File: src/rtl/game_flow_ctrl_if.sv
// rtl/game_flow_ctrl_if.sv - frame/button/collision inputs and game status outputs of game_flow_ctrl
// Optional macro GAME_PAUSE_EN adds pause_btn and paused.
interface game_flow_ctrl_if;
  logic       frame_tick;
  logic       start_btn;
  logic       collision;
  logic       obj_wrap;
`ifdef GAME_PAUSE_EN
  logic       pause_btn;
  logic       paused;
`endif
  logic       menu_screen;
  logic       player_won;
  logic       player_lost;
  logic       reset_obj_count;
  logic [1:0] level;
  logic [1:0] lives;
  logic [7:0] score;
  logic [2:0] state;

  // Button/collision/video side: drives the events, observes game status.
  modport master (
    output frame_tick,
    output start_btn,
    output collision,
    output obj_wrap,
`ifdef GAME_PAUSE_EN
    output pause_btn,
    input  paused,
`endif
    input  menu_screen,
    input  player_won,
    input  player_lost,
    input  reset_obj_count,
    input  level,
    input  lives,
    input  score,
    input  state
  );

  // Sequencer side.
  modport slave (
    input  frame_tick,
    input  start_btn,
    input  collision,
    input  obj_wrap,
`ifdef GAME_PAUSE_EN
    input  pause_btn,
    output paused,
`endif
    output menu_screen,
    output player_won,
    output player_lost,
    output reset_obj_count,
    output level,
    output lives,
    output score,
    output state
  );
endinterface

File: src/rtl/game_flow_ctrl.sv
// rtl/game_flow_ctrl.sv - obstacle game sequencer: level, lives, score and frame timers
// Optional macro GAME_PAUSE_EN adds a PAUSED state (7) driven by pause_btn edges.
module game_flow_ctrl #(
  parameter int NUM_LEVELS       = 3,     // 1..4, finishing level NUM_LEVELS-1 wins
  parameter int START_LIVES      = 3,     // 1..3
  parameter int LEVEL_FRAMES     = 1500,  // < 2048
  parameter int COUNTDOWN_FRAMES = 180,   // 1..2047
  parameter int RESULT_FRAMES    = 240    // 1..2047
) (
  input logic         clk,
  input logic         reset,
  game_flow_ctrl_if.slave bus
);

  typedef enum logic [2:0] {
    ST_MENU      = 3'd0,
    ST_COUNTDOWN = 3'd1,
    ST_PLAY      = 3'd2,
    ST_HIT       = 3'd3,
    ST_LEVEL_UP  = 3'd4,
    ST_WON       = 3'd5,
    ST_LOST      = 3'd6,
    ST_PAUSED    = 3'd7
  } state_t;

  localparam logic [1:0]  LAST_LEVEL = 2'(NUM_LEVELS - 1);
  localparam logic [1:0]  LIVES_INIT = 2'(START_LIVES);
  localparam logic [10:0] LEVEL_LAST = 11'(LEVEL_FRAMES - 1);
  localparam logic [10:0] CD_LOAD    = 11'(COUNTDOWN_FRAMES - 1);
  localparam logic [10:0] RES_LOAD   = 11'(RESULT_FRAMES - 1);

  state_t      state_q, state_d;
  logic [1:0]  level_q, level_d;
  logic [1:0]  lives_q, lives_d;
  logic [7:0]  score_q, score_d;
  logic [10:0] lvl_timer_q, lvl_timer_d;
  logic [10:0] cd_timer_q, cd_timer_d;
  logic [10:0] res_timer_q, res_timer_d;
  logic        start_q;
  logic        start_edge;
  logic [7:0]  score_inc;
  logic        menu_q, won_q, lost_q, roc_q;
`ifdef GAME_PAUSE_EN
  logic        pause_q;
  logic        pause_edge;
  logic        paused_q;
`endif

  assign start_edge = bus.start_btn & ~start_q;
  // Score saturates rather than wrapping so a long game never shows a low score.
  assign score_inc  = (score_q == 8'hFF) ? score_q : score_q + 8'd1;
`ifdef GAME_PAUSE_EN
  assign pause_edge = bus.pause_btn & ~pause_q;
`endif

  // State, counters and registered Moore flags; flags decode the next state so they move with it.
  always_ff @(posedge clk or posedge reset) begin
    if (reset) begin
      state_q     <= ST_MENU;
      level_q     <= 2'd0;
      lives_q     <= LIVES_INIT;
      score_q     <= 8'd0;
      lvl_timer_q <= 11'd0;
      cd_timer_q  <= 11'd0;
      res_timer_q <= 11'd0;
      start_q     <= 1'b0;
      menu_q      <= 1'b1;
      won_q       <= 1'b0;
      lost_q      <= 1'b0;
      roc_q       <= 1'b0;
`ifdef GAME_PAUSE_EN
      pause_q     <= 1'b0;
      paused_q    <= 1'b0;
`endif
    end else begin
      state_q     <= state_d;
      level_q     <= level_d;
      lives_q     <= lives_d;
      score_q     <= score_d;
      lvl_timer_q <= lvl_timer_d;
      cd_timer_q  <= cd_timer_d;
      res_timer_q <= res_timer_d;
      start_q     <= bus.start_btn;
      menu_q      <= (state_d == ST_MENU);
      won_q       <= (state_d == ST_WON);
      lost_q      <= (state_d == ST_LOST);
      roc_q       <= (state_d == ST_COUNTDOWN) || (state_d == ST_HIT) ||
                     (state_d == ST_LEVEL_UP);
`ifdef GAME_PAUSE_EN
      pause_q     <= bus.pause_btn;
      paused_q    <= (state_d == ST_PAUSED);
`endif
    end
  end

  // Next-state and counter update; everything holds unless a state arm changes it.
  always_comb begin
    state_d     = state_q;
    level_d     = level_q;
    lives_d     = lives_q;
    score_d     = score_q;
    lvl_timer_d = lvl_timer_q;
    cd_timer_d  = cd_timer_q;
    res_timer_d = res_timer_q;

    case (state_q)
      ST_MENU: begin
        if (start_edge) begin
          state_d     = ST_COUNTDOWN;
          level_d     = 2'd0;
          lives_d     = LIVES_INIT;
          score_d     = 8'd0;
          lvl_timer_d = 11'd0;
          cd_timer_d  = CD_LOAD;
        end
      end

      // Collision, obstacle wraps and start are deliberately ignored while holding.
      ST_COUNTDOWN: begin
        if (bus.frame_tick) begin
          if (cd_timer_q == 11'd0) begin
            state_d = ST_PLAY;
          end else begin
            cd_timer_d = cd_timer_q - 11'd1;
          end
        end
      end

      // Collision wins over everything, including an obstacle wrap and level completion.
      ST_PLAY: begin
        if (bus.collision) begin
          if (lives_q == 2'd1) begin
            state_d     = ST_LOST;
            lives_d     = 2'd0;
            res_timer_d = RES_LOAD;
          end else begin
            state_d = ST_HIT;
            lives_d = lives_q - 2'd1;
          end
        end
`ifdef GAME_PAUSE_EN
        // Pausing freezes progress on the entry cycle too.
        else if (pause_edge) begin
          state_d = ST_PAUSED;
        end
`endif
        else begin
          if (bus.obj_wrap) begin
            score_d = score_inc;
          end
          if (bus.frame_tick) begin
            if (lvl_timer_q == LEVEL_LAST) begin
              if (level_q == LAST_LEVEL) begin
                state_d     = ST_WON;
                res_timer_d = RES_LOAD;
              end else begin
                state_d = ST_LEVEL_UP;
              end
            end else begin
              lvl_timer_d = lvl_timer_q + 11'd1;
            end
          end
        end
      end

      // Level progress survives a hit; only the countdown restarts.
      ST_HIT: begin
        state_d    = ST_COUNTDOWN;
        cd_timer_d = CD_LOAD;
      end

      ST_LEVEL_UP: begin
        state_d     = ST_COUNTDOWN;
        level_d     = level_q + 2'd1;
        lvl_timer_d = 11'd0;
        cd_timer_d  = CD_LOAD;
      end

      // Result screens keep level/lives/score on display until timeout or start.
      ST_WON, ST_LOST: begin
        if (start_edge) begin
          state_d = ST_MENU;
        end else if (bus.frame_tick) begin
          if (res_timer_q == 11'd0) begin
            state_d = ST_MENU;
          end else begin
            res_timer_d = res_timer_q - 11'd1;
          end
        end
      end

`ifdef GAME_PAUSE_EN
      ST_PAUSED: begin
        if (start_edge) begin
          state_d = ST_MENU;
        end else if (pause_edge) begin
          state_d    = ST_COUNTDOWN;
          cd_timer_d = CD_LOAD;
        end
      end
`endif

      // Reserved encoding falls back to the menu.
      default: begin
        state_d = ST_MENU;
      end
    endcase
  end

  assign bus.menu_screen     = menu_q;
  assign bus.player_won      = won_q;
  assign bus.player_lost     = lost_q;
  assign bus.reset_obj_count = roc_q;
  assign bus.level           = level_q;
  assign bus.lives           = lives_q;
  assign bus.score           = score_q;
  assign bus.state           = state_q;
`ifdef GAME_PAUSE_EN
  assign bus.paused          = paused_q;
`endif

endmodule

File: src/flat_wrapper.sv
// flat-port wrapper written by rule: the top's interface ports become plain ports
module game_flow_ctrl_flat 
#(
  parameter int NUM_LEVELS       = 3,                                               
  parameter int START_LIVES      = 3,            
  parameter int LEVEL_FRAMES     = 1500,           
  parameter int COUNTDOWN_FRAMES = 180,             
  parameter int RESULT_FRAMES    = 240              
)
  (clk, reset, bus_frame_tick, bus_start_btn, bus_collision, bus_obj_wrap, bus_menu_screen, bus_player_won, bus_player_lost, bus_reset_obj_count, bus_level, bus_lives, bus_score, bus_state);
  game_flow_ctrl_if bus_i ();
  input logic clk;
  input logic reset;
  input wire logic [$bits(bus_i.frame_tick)-1:0] bus_frame_tick;
  input wire logic [$bits(bus_i.start_btn)-1:0] bus_start_btn;
  input wire logic [$bits(bus_i.collision)-1:0] bus_collision;
  input wire logic [$bits(bus_i.obj_wrap)-1:0] bus_obj_wrap;
  output wire logic [$bits(bus_i.menu_screen)-1:0] bus_menu_screen;
  output wire logic [$bits(bus_i.player_won)-1:0] bus_player_won;
  output wire logic [$bits(bus_i.player_lost)-1:0] bus_player_lost;
  output wire logic [$bits(bus_i.reset_obj_count)-1:0] bus_reset_obj_count;
  output wire logic [$bits(bus_i.level)-1:0] bus_level;
  output wire logic [$bits(bus_i.lives)-1:0] bus_lives;
  output wire logic [$bits(bus_i.score)-1:0] bus_score;
  output wire logic [$bits(bus_i.state)-1:0] bus_state;
  assign bus_i.frame_tick = bus_frame_tick;
  assign bus_i.start_btn = bus_start_btn;
  assign bus_i.collision = bus_collision;
  assign bus_i.obj_wrap = bus_obj_wrap;
  assign bus_menu_screen = bus_i.menu_screen;
  assign bus_player_won = bus_i.player_won;
  assign bus_player_lost = bus_i.player_lost;
  assign bus_reset_obj_count = bus_i.reset_obj_count;
  assign bus_level = bus_i.level;
  assign bus_lives = bus_i.lives;
  assign bus_score = bus_i.score;
  assign bus_state = bus_i.state;
  game_flow_ctrl #(.NUM_LEVELS(NUM_LEVELS), .START_LIVES(START_LIVES), .LEVEL_FRAMES(LEVEL_FRAMES), .COUNTDOWN_FRAMES(COUNTDOWN_FRAMES), .RESULT_FRAMES(RESULT_FRAMES)) u_core (.clk(clk), .reset(reset), .bus(bus_i));
endmodule
File: config.mk
export PLATFORM = sky130hd
export DESIGN_NAME = game_flow_ctrl_flat
export DESIGN_NICKNAME = d
export VERILOG_FILES = /design/src/rtl/game_flow_ctrl_if.sv /design/src/rtl/game_flow_ctrl.sv /design/src/flat_wrapper.sv
export SDC_FILE = /design/constraint.sdc
export NUM_CORES = 1
export LEC_CHECK = 0
export CAP_MARGIN = 20
export CORE_MARGIN = 2
export CORE_UTILIZATION = 40
export CTS_BUF_LIST = sky130_fd_sc_hd__clkbuf_4 sky130_fd_sc_hd__clkbuf_8
export CTS_CLUSTER_DIAMETER = 120
export DETAILED_ROUTE_END_ITERATION = 10
export GPL_ROUTABILITY_DRIVEN = 0
export PLACE_DENSITY = 0.71
export SLEW_MARGIN = 10
export SYNTH_ARGS = -nofsm -noshare
export SYNTH_HDL_FRONTEND = slang
export SYNTH_SLANG_ARGS = --single-unit
File: constraint.sdc
create_clock -name clk -period 5.8 [get_ports clk]
set_input_delay 1.16 -clock clk [delete_from_list [all_inputs] [get_ports clk]]
set_output_delay 1.16 -clock clk [all_outputs]
set_load 0.005 [all_outputs]
==> results.yml, run 1 <==
critical_path:
  r2r-start: "u_core.bus.state[1]"
  r2r_cells: 5
  criticalPathCategory: "input pin to flop"
  r2r_end: "u_core.cd_timer_q[5]"
  cp-end-kind: "flop"
  crit_start: "bus_start_btn"
  critPathArrivalTime_ns: 3.34
  reg2reg_slack_ns: 3.35
  start_kind: "input pin"
  crit_fanout: 14
  required_ns: 5.99
global_routing:
  track_usage: 0.162
  gr-total-overflow: 0
  antenna_found_initial: 0
  grt_pass1_wl_um: 11000
  grt_max_degree: 54
  grt_pass1_vias: 2362
synth:
  yosys.area.top_type_share: 0.424
  dominantRegCellSynth: "dfrtp_1"
  ys_async_sr_fraction: 1.00
  synthTopCellsByCount: "dfrtp_1, nand2_1, nand3_1"
  yosysTopAreaCell: "dfrtp_1"
  synth_area_leaders: "dfrtp_1, nand2_1, nand3_1"
  ys_ff_latch: 53
  ys_warn_count: 0
  synth_edf_count: 0
  syn_area_sq_um: 2950
  synth_nets: 323
  syn_inst: 311
  ys_seq_area_frac: 0.451
  synth_most_common_cell: "dfrtp_1"
  syn_area_per_cell_sq_um: 9.48
  synth_cell_types: 56
worst_hold_path:
  hold_start: "u_core.bus.level[0]"
  min_to: "u_core.bus.level[0]"
  hold-path-cell-count: 1
  hold_path_class: "flop to flop"
layout:
  final_cells: 433
  synthToLayoutAreaGrowth_pct: 14.5
  n_antenna_cell: 0
  drive_gt1_frac: 0.0898
  fin_nets: 345
route:
  vias_per_cell: 5.62
  drtPass1Iterations: 4
  finalWirelength_um: 6220
  drt_iter0_drc: 117
  num_vias: 2434
  drc: 0
  post_drt_wl_per_cell_um: 14.4
  ant_nets: 0
floorplan:
  row_count: 31
  ios: 25
  fp.dieH_um: 89.9
  initial_core_util: 0.409
  core_area_sq_um: 7210
  fp.dieW_um: 89.9
  dieArea_sq_um: 8080
clock_tree:
  clk_path_buf_depth: 2
  worstSkewPairLatency_ns: 0.31
  clkTransAtPathRegs_ns: 0.09
  clockRootBuffer: "clkbuf_8"
  htreeDepth: 2
  cts_setup_buffers: 0
  cts_tree: "yes"
  post_cts_resized: 0
  cts-hold-fix-buffers: 0
  cts_sinks: 53
  numCtsBuffers: 5
sta:
  rsz0062_at_grt: "no"
  hold_viol_final: 0
  final_max_slew_viol_count: 0
  finalSetupViolations: 0
  slew_headroom: 0.425
  fin_crit_sh: 0.543
  fin_crit_ns: 3.15
  max_freq_mhz: 317
  tightest_slew_ns: 0.856
  whs_ns: 0.516
  fin_tns_setup_ns: 0
  finClkSkew_ns: 0.00287
place:
  io_buffers: 24
  place_hpwl_um: 4430
  numPlacedInstances: 425
status:
  status: "completed"
pwr:
  seq_power_share: 0.536
  clkPwrFrac: 0.259
  leakagePower_nw: 1.44
  switching_share: 0.296
  peakVddDrop_mv: 0.106
  power_density_nw_per_um2: 262
  power_mw: 0.885
  p_int_mw: 0.623
  switching_power_mw: 0.262
  combPwrFrac: 0.204
run:
  drv_cap: 0
layout make-up:
| class | count | area (sq um) |
|---|---|---|
| Sequential cell | 53 | 1330 |
| Clock buffer | 7 | 96.3 |
| Timing Repair Buffer | 25 | 248 |
| Fill cell | 700 | 3840 |
| Multi-Input combinational cell | 235 | 1530 |
| Clock inverter | 1 | 5.00 |
| Tap cell | 99 | 124 |
| Inverter | 13 | 48.8 |
state kept, by name (all words and copies together), names as in the netlist:
signal / flops
u_core.bus.level: 2
u_core.bus.lives: 2
u_core.bus.menu_screen: 1
u_core.bus.player_lost: 1
u_core.bus.player_won: 1
u_core.bus.reset_obj_count: 1
u_core.bus.score: 8
u_core.bus.state: 3
u_core.cd_timer_q: 11
u_core.lvl_timer_q: 11
u_core.res_timer_q: 11
u_core.start_q: 1
layout by cell type (no fill, tap or decap), types with 5 or more instances in the layout:
| master | synthesis | routed |
|---|---|---|
| a21oi_1 | 11 | 11 |
| a31oi_1 | 11 | 11 |
| and3_1 | 5 | 5 |
| and4_1 | 5 | 5 |
| clkbuf_8 | 0 | 7 |
| clkdlybuf4s50_1 | 0 | 24 |
| dfrtp_1 | 50 | 50 |
| ha_1 | 6 | 6 |
| inv_1 | 13 | 12 |
| nand2_1 | 30 | 30 |
| nand2b_1 | 7 | 7 |
| nand3_1 | 19 | 19 |
| nand4_1 | 11 | 11 |
| nor2_1 | 18 | 18 |
| nor2b_1 | 5 | 5 |
| nor3_1 | 9 | 9 |
| nor3b_1 | 7 | 7 |
| nor4_1 | 6 | 6 |
| o21ai_0 | 10 | 10 |
| o31ai_1 | 6 | 6 |
| xor2_1 | 7 | 7 |
per-layer routing:
metal  GRT usage  up-vias  share of wire
met5           0        -              0
met4      0.0474        0         0.0080
met3      0.0293        5          0.037
met2       0.270       45           0.50
met1       0.218     1188           0.46
li1            -     1196              -
logic make-up after synthesis:
| logic type | share of synthesized area |
|---|---|
| AO/OA/AOI/OAI | 0.147 |
| adder cells (fa/ha/maj) | 0.0255 |
| XOR/XNOR | 0.0327 |
| AND/OR/NAND/NOR | 0.294 |
| flip-flops | 0.451 |
| buffers and inverters | 0.0318 |
| multiplexers | 0.0174 |
power by group through the flow:
stage | sequential (mW) | clock, mW | combinational [mW]
floorplan | 0.468 | 0 | 0.122
global route | 0.483 | 0.248 | 0.206
finish | 0.474 | 0.229 | 0.181
global placement | 0.477 | 0 | 0.177
detailed placement | 0.481 | 0 | 0.184
CTS | 0.475 | 0.235 | 0.185
worst max-delay path: stages:
cell and delay, ns:
clkdlybuf4s50_1 0.52, nor2b_1 0.18, o21a_1 0.48, o211ai_1 0.34, o21ai_0 0.21, or3b_2 0.45
through the flow:
step / utilization / cell area (sq um) / worst slack, ns
floorplan: - / 2950 / 3.18
global placement: 0.454 / 3280 / 2.42
detailed placement: 0.454 / 3280 / 2.33
CTS: 0.468 / 3380 / 2.65
global route: 0.468 / 3380 / 2.48
finish: 0.468 / 3380 / 2.65
worst max path at each step:
stage / slack (ns) / end
3_5_place_dp: 2.33 / u_core.cd_timer_q[5]
2_1_floorplan: 3.18 / u_core.bus.score[7]
3_3_place_gp: 2.42 / u_core.cd_timer_q[5]
5_1_grt: 2.48 / u_core.cd_timer_q[4]
6_report: 2.65 / u_core.cd_timer_q[5]
4_1_cts: 2.65 / u_core.cd_timer_q[5]
(Power assumes the default switching activity.)
==> inputs of run 2 (changes only) <==
==> constraint.sdc (replaced) <==
create_clock -name clk -period 2.96 [get_ports clk]
set_input_delay 0.592 -clock clk [delete_from_list [all_inputs] [get_ports clk]]
set_output_delay 0.592 -clock clk [all_outputs]
set_load 0.005 [all_outputs]
==> run 2 against run 1 <==
Compared with the run above: routed wire length increased by 0.97%; register-to-register slack worse by 2.7 ns; utilization grew 0.54 points; sequential share of layout area is 0.45 points lower; sequential cell count stayed put; clock skew grew 0.0064 ns; first-iteration DRC count increased by 34%; non-clock buffer count increased by 4; die area unchanged; critical endpoint is now u_core.bus.score[7].
==> results.yml, run 2 (synthesis results as in run 1) <==
sta:
  fin_crit_ns: 2.35
  fin_crit_sh: 0.793
  max_freq_mhz: 426
  whs_ns: 0.512
  slew_headroom: 0.603
  fin_tns_setup_ns: 0
  final_max_slew_viol_count: 0
  finClkSkew_ns: 0.00931
  finalSetupViolations: 0
  rsz0062_at_grt: "no"
  hold_viol_final: 0
  tightest_slew_ns: 0.595
route:
  ant_nets: 0
  drc: 0
  drt_iter0_drc: 157
  finalWirelength_um: 6280
  drtPass1Iterations: 4
  vias_per_cell: 5.62
  post_drt_wl_per_cell_um: 14.4
  num_vias: 2454
floorplan:
  fp.dieH_um: 89.9
  core_area_sq_um: 7210
  initial_core_util: 0.409
  fp.dieW_um: 89.9
  row_count: 31
  dieArea_sq_um: 8080
  ios: 25
layout:
  n_antenna_cell: 0
  layout_commonest_cell: "dfrtp_1"
  synthToLayoutAreaGrowth_pct: 15.8
  final_cell_mix: "dfrtp_1, nand2_1, clkdlybuf4s50_1, nand3_1, nor2_1"
  reg.largest.list: "u_core.cd_timer_q: 11 flops, u_core.lvl_timer_q: 11 flops, u_core.res_timer_q: 11 flops"
  final_cells: 437
  drive_gt1_frac: 0.101
  fin_nets: 349
  utilization: 0.473
worst_hold_path:
  hold-path-cell-count: 2
  hold_path_class: "flop to flop"
place:
  numPlacedInstances: 429
  place_hpwl_um: 4570
  io_buffers: 24
clock_tree:
  cts_setup_buffers: 0
  cts_sinks: 53
  clkTransAtPathRegs_ns: 0.09
  clockRootBuffer: "clkbuf_8"
  htreeDepth: 2
  cts-hold-fix-buffers: 0
  post_cts_resized: 0
  worstSkewPairLatency_ns: 0.30
  cts_tree: "yes"
  clk_path_buf_depth: 2
  numCtsBuffers: 5
global_routing:
  top_usage_layer: "met2"
  gr-usage-met3: 0.0327
  met2_usage: 0.280
  track_usage: 0.162
  grt_pass1_vias: 2362
  grt_max_degree: 28
  met1_usage: 0.210
  gr-total-overflow: 0
  antenna_found_initial: 0
  grt_pass1_wl_um: 10900
status:
  status: "completed"
pwr:
  power_density_nw_per_um2: 503
  peakVddDrop_mv: 0.180
  leakagePower_nw: 1.46
  power_mw: 1.72
critical_path:
  required_ns: 3.20
  crit_fanout: 7
  critPathArrivalTime_ns: 2.58
  cp-end-kind: "flop"
  criticalPathCategory: "input pin to flop"
  r2r_cells: 7
  start_kind: "input pin"
run:
  drv_cap: 0
==> run 2: cell types whose count changed in the layout (fill, tap and decap cells not counted) <==
cell	delta
clkinv_2	-1
clkbuf_4	+2
buf_4	+3
buf_12	+1
clkbuf_8	-1
==> run 2: area by class of cell <==
class,instances,area (sq um)
multi-input combinational,235,1530
inverter,13,48.8
clock buffer,8,97.6
timing repair buffer,29,290
sequential,53,1330
tap,99,124
fill,700,3800
==> run 2: worst paths after layout <==
kind / end / slack, ns / start
max: u_core.bus.score[7] / 0.61 / bus_start_btn
max in group asynchronous: u_core.bus.lives[1] / 1.66 / reset
max reg2reg: u_core.bus.reset_obj_count / 0.70 / u_core.res_timer_q[0]
min: u_core.cd_timer_q[10] / 0.51 / u_core.cd_timer_q[10]
min in group asynchronous: u_core.lvl_timer_q[1] / 0.67 / reset
min reg2reg: u_core.cd_timer_q[10] / 0.51 / u_core.cd_timer_q[10]
==> run 2: where the power goes <==
group / internal (mW) / switching, mW / total (mW)
Sequential: 0.826 / 0.0982 / 0.924
Combinational: 0.184 / 0.169 / 0.353
Clock: 0.210 / 0.231 / 0.441
Total: 1.22 / 0.498 / 1.72
==> run 2: through the flow <==
stage | area, sq um | setup WS, ns
floorplan | 2950 | 0.906
global placement | 3320 | 0.335
detailed placement | 3320 | 0.305
CTS | 3420 | 0.620
global route | 3420 | 0.464
finish | 3420 | 0.614
==> run 2: worst max-delay path, stage by stage <==
cell and delay, ns:
clkdlybuf4s50_1 0.51, or3b_2 0.52, a21boi_4 0.24, or4b_1 0.48, xor2_1 0.15, nor2_1 0.08
==> run 2: layer usage <==
layer  vias to the layer above  share of wire
met5                         -              0
met4                         0         0.0083
met3                         5          0.028
met2                        40           0.50
met1                      1201           0.47
li1                       1208              -
==> inputs of run 3 (changes only) <==
--- a/config.mk
+++ b/config.mk
@@ -12,7 +12,7 @@
 export CTS_CLUSTER_DIAMETER = 120
 export DETAILED_ROUTE_END_ITERATION = 10
 export GPL_ROUTABILITY_DRIVEN = 0
-export PLACE_DENSITY = 0.71
+export PLACE_DENSITY = 0.73
 export SLEW_MARGIN = 10
 export SYNTH_ARGS = -nofsm -noshare
 export SYNTH_HDL_FRONTEND = slang
==> constraint.sdc (replaced) <==
create_clock -name clk -period 1.95 [get_ports clk]
set_input_delay 0.39 -clock clk [delete_from_list [all_inputs] [get_ports clk]]
set_output_delay 0.39 -clock clk [all_outputs]
set_load 0.005 [all_outputs]
==> run 3 against run 2 <==
Compared with the run above: highest routed layer unchanged; register-to-register slack worse by 0.77 ns; hold slack worse by 0.26 ns; clock-buffer cell count down 2; largest power group unchanged; the run now ends with negative setup slack left; combinational power up 110%; final area up 19%; sequential power up 50%; critical path type is now flop to flop; routed wire length up 17%; first-iteration DRC count down 11%.
==> results.yml, run 3 (synthesis results as in run 1) <==
status:
  status: "finished with violations"
  violations: "negative setup slack"
sta:
  finClkSkew_ns: 0.00643
  worst_slack_ns: -0.0690
  max_freq_mhz: 495
  rsz0062_at_grt: "yes"
  fin_crit_ns: 2.02
  hold_viol_final: 0
  finalSetupViolations: 4
  final_max_slew_viol_count: 0
  tightest_slew_ns: 0.421
  fin_tns_setup_ns: -0.208
  slew_headroom: 0.717
  fin_crit_sh: 1.04
clock_tree:
  cts-hold-fix-buffers: 0
  cts_sinks: 53
  worstSkewPairLatency_ns: 0.32
  numCtsBuffers: 5
  htreeDepth: 2
  clkTransAtPathRegs_ns: 0.10
  clockRootBuffer: "clkbuf_8"
  cts_tree: "yes"
  clk_path_buf_depth: 2
critical_path:
  crit_start: "u_core.lvl_timer_q[1]"
  required_ns: 2.16
  start_kind: "flop"
  reg2reg_slack_ns: -0.07
  r2r_end: "u_core.bus.player_lost"
  r2r-start: "u_core.lvl_timer_q[1]"
  endpoint: "u_core.bus.player_lost"
  critPathArrivalTime_ns: 2.23
  r2r_cells: 6
  crit_fanout: 4
  cp-end-kind: "flop"
  criticalPathCategory: "flop to flop"
global_routing:
  grt_max_degree: 26
  grt_pass1_wl_um: 12700
  grt_pass1_vias: 2807
  track_usage: 0.188
  gr-total-overflow: 0
  antenna_found_initial: 0
route:
  drc: 0
  num_vias: 2712
  top_layer_used: "met4"
  met2WireLength_um: 3710
  route.met3.wl_um: 266
  wl_met1_um: 3260
  drtPass1Iterations: 4
  ant_nets: 0
  post_drt_wl_per_cell_um: 14.8
  drt_iter0_drc: 140
  finalWirelength_um: 7330
  vias_per_cell: 5.48
place:
  io_buffers: 24
  numPlacedInstances: 485
  placedInstanceArea_sq_um: 3770
  place_hpwl_um: 5300
pwr:
  clkPwrFrac: 0.275
  peakVddDrop_mv: 0.377
  combPwrFrac: 0.251
  power_mw: 2.92
  p_int_mw: 2.08
  seq_power_share: 0.475
  switching_share: 0.290
  switching_power_mw: 0.846
  leakagePower_nw: 1.79
  power_density_nw_per_um2: 721
floorplan:
  initial_core_util: 0.409
  row_count: 31
  ios: 25
  fp.dieH_um: 89.9
  fp.dieW_um: 89.9
  core_area_sq_um: 7210
  dieArea_sq_um: 8080
layout:
  utilization: 0.561
  final_area_sq_um: 4050
  final_cells: 495
  synthToLayoutAreaGrowth_pct: 37.3
  layout_commonest_cell: "buf_4"
  reg.largest.list: "u_core.cd_timer_q: 11 flops, u_core.lvl_timer_q: 11 flops, u_core.res_timer_q: 11 flops"
  final_cell_mix: "buf_4, dfrtp_1, nand2_1, clkdlybuf4s50_1, nor2_1"
  n_antenna_cell: 0
  drive_gt1_frac: 0.288
  fin_nets: 407
run:
  drv_cap: 0
worst_hold_path:
  hold_path_class: "input pin to flop"
## run 3: worst min-delay path by stage
stage / startpoint / to / slack (ns) / cells after the start
global route: bus_start_btn / u_core.start_q / 0.26 / 1
finish: bus_start_btn / u_core.start_q / 0.25 / 1
floorplan: bus_start_btn / u_core.start_q / 0.42 / 0
CTS: reset / u_core.bus.state[2] / 0.38 / 2
global placement: u_core.cd_timer_q[10] / u_core.cd_timer_q[10] / 0.49 / 2
detailed placement: u_core.cd_timer_q[10] / u_core.cd_timer_q[10] / 0.50 / 2
## run 3: routing by layer
layer  vias up  track usage
met3        11       0.0411
li1       1314            -
met4         0       0.0538
met2        44        0.324
met1      1343        0.238
met5         -            0
## run 3: what timing repair did
item | in CTS | in global routing
pin swaps | 6 | 9
gates resized for setup | 11 | 21
buffers inserted | 2 | 0
endpoints found under the setup margin | 12 | 30
## run 3: power by group through the flow
| stage | Sequential, mW | Combinational, mW | Clock [mW] |
|---|---|---|---|
| finish | 1.39 | 0.732 | 0.803 |
| CTS | 1.38 | 0.719 | 0.823 |
| global placement | 1.39 | 0.688 | 0 |
| global route | 1.41 | 0.821 | 0.872 |
| detailed placement | 1.40 | 0.716 | 0 |
| floorplan | 1.39 | 0.362 | 0 |
## run 3: per-stage QoR
step / worst slack (ns) / hold slack, ns
after floorplan: 0.00748 / 0.421
after global placement: -0.362 / 0.487
after detailed placement: -0.389 / 0.500
after CTS: -0.108 / 0.376
after global routing: -0.157 / 0.264
final: -0.0690 / 0.252
## run 3: area by class of cell
| type | instances | area [sq um] |
|---|---|---|
| fillers | 653 | 3160 |
| well taps | 99 | 124 |
| multi-input cells | 235 | 1670 |
| flip-flops and latches | 53 | 1330 |
| clock inverters | 2 | 37.5 |
| inverters | 13 | 48.8 |
| clock buffers | 6 | 82.6 |
| repair buffers | 87 | 756 |
## run 3: worst max-delay path, stage by stage, from the launching register on
cell and delay, ns:
dfrtp_1 0.37, ha_2 0.18, and4bb_1 0.22, nand4_1 0.18, or4b_4 0.54, a31o_4 0.27
nor3b_2 0.15
